**src/rtl/fpu_scheduler.sv**
```systemverilog
// Two-requester round-robin front end for a fixed-latency FPU: it accepts one
// operation, launches it, waits out the pipeline and returns the result to its owner.
module fpu_scheduler #(
  parameter int bitness      = 32,
  parameter int command_size = 2,
  parameter int latency      = 4
) (
  input  logic                      clock,
  input  logic                      reset,
  input  logic [1:0]                req_valid,
  output logic [1:0]                req_ready,
  input  logic [2*bitness-1:0]      req_first,
  input  logic [2*bitness-1:0]      req_second,
  input  logic [2*command_size-1:0] req_command,
  output logic [1:0]                resp_valid,
  input  logic [1:0]                resp_ready,
  output logic [bitness-1:0]        resp_result,
  output logic [bitness-1:0]        fpu_first,
  output logic [bitness-1:0]        fpu_second,
  output logic [command_size-1:0]   fpu_command,
  output logic                      fpu_start,
  input  logic [bitness-1:0]        fpu_result,
  output logic                      busy
);

  localparam logic [1:0] IDLE    = 2'd0;
  localparam logic [1:0] ISSUE   = 2'd1;
  localparam logic [1:0] WAIT    = 2'd2;
  localparam logic [1:0] RESPOND = 2'd3;

  localparam logic [7:0] LatencyInit = 8'(latency);

  logic [1:0]              state_q, state_d;
  logic [7:0]              counter_q, counter_d;
  logic                    owner_q, owner_d;
  logic                    last_grant_q, last_grant_d;
  logic [bitness-1:0]      first_q, first_d;
  logic [bitness-1:0]      second_q, second_d;
  logic [command_size-1:0] command_q, command_d;
  logic [bitness-1:0]      result_q, result_d;

  logic grant_idx;
  logic accept;
  logic resp_handshake;

  // On a tie the requester that was not served last wins.
  always_comb begin
    grant_idx = 1'b0;
    case (req_valid)
      2'b10:   grant_idx = 1'b1;
      2'b11:   grant_idx = ~last_grant_q;
      default: grant_idx = 1'b0;
    endcase
  end

  // Ready is gated by reset as well so it reads 0 while reset is held.
  assign req_ready      = (state_q == IDLE && reset && req_valid != 2'b00) ?
                          {grant_idx, ~grant_idx} : 2'b00;
  assign accept         = |(req_valid & req_ready);
  assign resp_handshake = (state_q == RESPOND) && resp_ready[owner_q];

  // NOTE: every next-state variable gets its hold value first so no path leaves it unassigned (no latches).
  always_comb begin
    state_d      = state_q;
    counter_d    = counter_q;
    owner_d      = owner_q;
    last_grant_d = last_grant_q;
    first_d      = first_q;
    second_d     = second_q;
    command_d    = command_q;
    result_d     = result_q;
    case (state_q)
      IDLE: begin
        if (accept) begin
          state_d   = ISSUE;
          owner_d   = grant_idx;
          first_d   = req_first[int'(grant_idx)*bitness +: bitness];
          second_d  = req_second[int'(grant_idx)*bitness +: bitness];
          command_d = req_command[int'(grant_idx)*command_size +: command_size];
        end
      end
      ISSUE: begin
        state_d   = WAIT;
        counter_d = LatencyInit;
      end
      WAIT: begin
        counter_d = counter_q - 8'd1;
        if (counter_q == 8'd1) begin
          result_d = fpu_result;
          state_d  = RESPOND;
        end
      end
      RESPOND: begin
        if (resp_handshake) begin
          state_d      = IDLE;
          last_grant_d = owner_q;
        end
      end
      default: state_d = IDLE;
    endcase
  end

  // NOTE: state registers use non-blocking assignments so all flops update together on the edge.
  always_ff @(posedge clock or negedge reset) begin
    if (!reset) begin
      state_q      <= IDLE;
      counter_q    <= 8'd0;
      owner_q      <= 1'b0;
      last_grant_q <= 1'b1;
      first_q      <= '0;
      second_q     <= '0;
      command_q    <= '0;
      result_q     <= '0;
    end else begin
      state_q      <= state_d;
      counter_q    <= counter_d;
      owner_q      <= owner_d;
      last_grant_q <= last_grant_d;
      first_q      <= first_d;
      second_q     <= second_d;
      command_q    <= command_d;
      result_q     <= result_d;
    end
  end

  assign fpu_first   = first_q;
  assign fpu_second  = second_q;
  assign fpu_command = command_q;
  assign fpu_start   = (state_q == ISSUE);
  assign resp_valid  = (state_q == RESPOND) ? {owner_q, ~owner_q} : 2'b00;
  assign resp_result = result_q;
  assign busy        = (state_q != IDLE);

endmodule

```
**config.mk**
```make
export PLATFORM = sky130hd
export DESIGN_NAME = fpu_scheduler
export DESIGN_NICKNAME = d
export VERILOG_FILES = /design/src/rtl/fpu_scheduler.sv
export SDC_FILE = /design/constraint.sdc
export NUM_CORES = 1
export LEC_CHECK = 0
export BUFFER_PORTS_ARGS = -buffer_cell sky130_fd_sc_hd__buf_2
export CAP_MARGIN = 20
export CORE_AREA = 2 2 107 109
export DETAILED_ROUTE_END_ITERATION = 8
export DIE_AREA = 0 0 109 111
export PLACE_DENSITY = 0.79
export SYNTH_ARGS = -nofsm -noshare
export SYNTH_HDL_FRONTEND = slang
export SYNTH_SLANG_ARGS = --single-unit
```
**constraint.sdc**
```tcl
create_clock -name clock -period 3 [get_ports clock]
set_clock_uncertainty 0.05 [all_clocks]
set_input_delay 0.6 -clock clock [delete_from_list [all_inputs] [get_ports clock]]
set_output_delay 0.6 -clock clock [all_outputs]
set_load 0.02 [all_outputs]
```
==> impl_metrics.env <==
export IMPL_die_area_um2=12100
export IMPL_cts_tree="done"
export IMPL_cts_sinks=110
export IMPL_min_path_type="in -> async"
export IMPL_io_buffers=273
export IMPL_dr_pass1_iters=9
export IMPL_clockBufferDepth=2
export IMPL_initial_core_util=0.426
export IMPL_hold_slack_ns=0.0483
export IMPL_drt_initial_drc_count=502
export IMPL_die_h_um=111
export IMPL_grt_pass1_wl_mm=21.1
export IMPL_holdBufCountCts=0
export IMPL_critical_path_max_fanout=16
export IMPL_p_per_area_nw_per_um2=1090
export IMPL_drive_above_1_share=0.524
export IMPL_syn_area_per_cell_um2=12.8
export IMPL_required_ns=2.35
export IMPL_cts_resized=0
export IMPL_drv_cap=0
export IMPL_wl_per_cell_um=17.9
export IMPL_htree_levels=3
export IMPL_power_uw=7050
export IMPL_place_gp_congestion=0.912
export IMPL_antenna_found_initial=5
export IMPL_avgViaCountPerCell=5.43
export IMPL_max_freq_mhz=409
export IMPL_drc=0
export IMPL_status="complete, no violations"
export IMPL_placed_cells=762
export IMPL_setup_ws_ns=0.553
export IMPL_grt_pass1_vias=4230
export IMPL_post_cts_buffers=0
export IMPL_synth_nets=545
export IMPL_coreArea_um2=11100
export IMPL_rsz0062_at_grt="no"
export IMPL_cts_inserted_buffers=9
export IMPL_synthCells=368
export IMPL_synth_cell_types=35
export IMPL_cpPeakStageDelay_ns=0.40
export IMPL_dr_total_vias=4250
export IMPL_ios=274
export IMPL_crit_buf_inv=2
export IMPL_row_count=39
export IMPL_p_leak_uw=0.00371
export IMPL_finalSetupViolCount=0
export IMPL_die_w_um=109
export IMPL_clk_latency_ns=0.34
export IMPL_ys_warnings_count=0
export IMPL_crit_arrival_ns=1.80
export IMPL_relSlewSlack=0.510
export IMPL_grt_max_degree=68
export IMPL_synthArstFlopShare=1.00
export IMPL_synth_seq_area_share=0.584
export IMPL_worst_slew_pin_slew_ns=0.735
export IMPL_routed_wl_mm=14.0
export IMPL_finalCritPeriodShare=0.816
export IMPL_cts_root_buf="clkbuf_16"
export IMPL_n_fill_cell=916
export IMPL_dp_hpwl_mm=10.3
export IMPL_crit_chain="inv_1 > ha_1 > o211ai_4 > nor2_4 > buf_2"
export IMPL_nets=807
export IMPL_final_cell_count_no_fill=783
export IMPL_critPathKind="reg -> out"
export IMPL_postRouteAntennaNets=0
export IMPL_fin_setup_tns_ns=0
export IMPL_area_growth_pct=37.5
export IMPL_ir_drop_uv=538
export IMPL_syn_area_um2=4710
export IMPL_ys_flop_type="dfrtp_1"
export IMPL_cpMaxStageDelayCell="dfrtp_1"
export IMPL_cp_start_kind="register"
export IMPL_critical_path_top_delay_family="flip-flops"
export IMPL_clk_pin_slew_worst_paths_ns=0.07
export IMPL_end_kind="output pin"
export IMPL_slew_violations=0
export IMPL_synth_edf_count=0
export IMPL_min_period_ns=2.45
export IMPL_grt_util_all_layers=0.228
export IMPL_place_ws_ns=0.677
export IMPL_synth_seq_cells=110
export IMPL_gr_total_overflow=0
export IMPL_hold_viol=0
## path summary, 6_finish.rpt
check / slack (ns) / start / endpoint / cells after the start
worst max-delay path: 0.55 / state_q[0] / req_ready[0] / 5
worst min register to register: 0.46 / fpu_first[5] / fpu_first[5] / 2
min in group clock: 0.41 / req_second[61] / fpu_second[29] / 3
worst max register to register: 0.67 / state_q[0] / fpu_first[26] / 7
worst min-delay path: 0.05 / reset / fpu_second[29] / 1
max in group asynchronous: 1.32 / reset / fpu_second[10] / 3
## cells by family (layout without fill, tap and decap cells)
family / Yosys count / in the layout / share of synthesized area
compound gates: 86 / 86 / 0.166
xor+xnor: 2 / 2 / 0.00372
fa+ha+maj: 7 / 7 / 0.0186
buf+inv: 101 / 368 / 0.0871
flops: 110 / 110 / 0.584
mux: 34 / 34 / 0.105
other cells: 0 / 5 / 0
simple gates: 28 / 28 / 0.0350
## per-layer routing
layer | vias to the layer above | track usage | share of wire
met4 | 0 | 0.140 | 0.039
met3 | 33 | 0.0470 | 0.083
li1 | 1888 | - | -
met5 | - | 0 | 0
met2 | 227 | 0.378 | 0.50
met1 | 2102 | 0.266 | 0.38
## layout by cell type, fill, tap and decap left out, types with 5 or more instances in the layout
| cell | count |
|---|---|
| buf_2 | 272 |
| inv_1 | 74 |
| mux2_4 | 30 |
| buf_4 | 6 |
| nor2_1 | 9 |
| dfrtp_1 | 109 |
| a21oi_1 | 5 |
| diode_2 | 5 |
| o21ai_0 | 7 |
| ha_1 | 7 |
| clkbuf_16 | 9 |
| a222oi_1 | 66 |
## worst reg2reg max path, delay by kind of cell (launching register included)
| kind | cells | cell delay, ns |
|---|---|---|
| compound gates | 2 | 0.52 |
| fa+ha+maj | 1 | 0.34 |
| buf+inv | 3 | 0.79 |
| flops | 1 | 0.40 |
| simple gates | 1 | 0.17 |
## registers in the layout, summed over array words and instances, names as in the netlist
signal and count:
last_grant_q 1, counter_q 8, state_q 2, fpu_command 2, resp_result 32, fpu_second 32, fpu_first 32, owner_q 1
## cell type report
| type | instances | area (µm²) | area share |
|---|---|---|---|
| clock inverter | 4 | 30.0 | 0.00463 |
| antenna | 5 | 12.5 | 0.00193 |
| inverter | 74 | 278 | 0.0428 |
| sequential | 110 | 2750 | 0.425 |
| clock buffer | 12 | 256 | 0.0396 |
| tap | 143 | 179 | 0.0276 |
| timing repair buffer | 278 | 1410 | 0.217 |
| multi-input combinational | 157 | 1570 | 0.242 |
## stage by stage
stage	utilization	instance area, µm²
finish	0.585	6480
global route	0.585	6480
CTS	0.584	6470
detailed placement	0.558	6180
global placement	0.558	6180
floorplan	-	4710
## cell usage after synthesis, types with 3 or more instances
cell type | instances | share of area
buf_2 | 7 | 0.0074
inv_1 | 74 | 0.059
mux2_2 | 3 | 0.0072
buf_1 | 4 | 0.0032
nor2_1 | 10 | 0.0080
ha_1 | 7 | 0.019
mux2_4 | 30 | 0.096
clkbuf_1 | 13 | 0.010
buf_6 | 3 | 0.0072
dfrtp_1 | 109 | 0.58
a21oi_1 | 5 | 0.0053
nor2b_1 | 3 | 0.0040
a222oi_1 | 66 | 0.14
o21ai_0 | 7 | 0.0074
## power breakdown
| group | total, µW | leakage, µW | switching, µW | internal (µW) |
|---|---|---|---|---|
| logic | 3310 | 0.00223 | 1920 | 1390 |
| clock network | 1130 | 0.000139 | 517 | 612 |
| registers | 2610 | 0.00135 | 427 | 2180 |
| total | 7050 | 0.00371 | 2860 | 4190 |
Note: power is estimated with default switching activity, not from simulation.
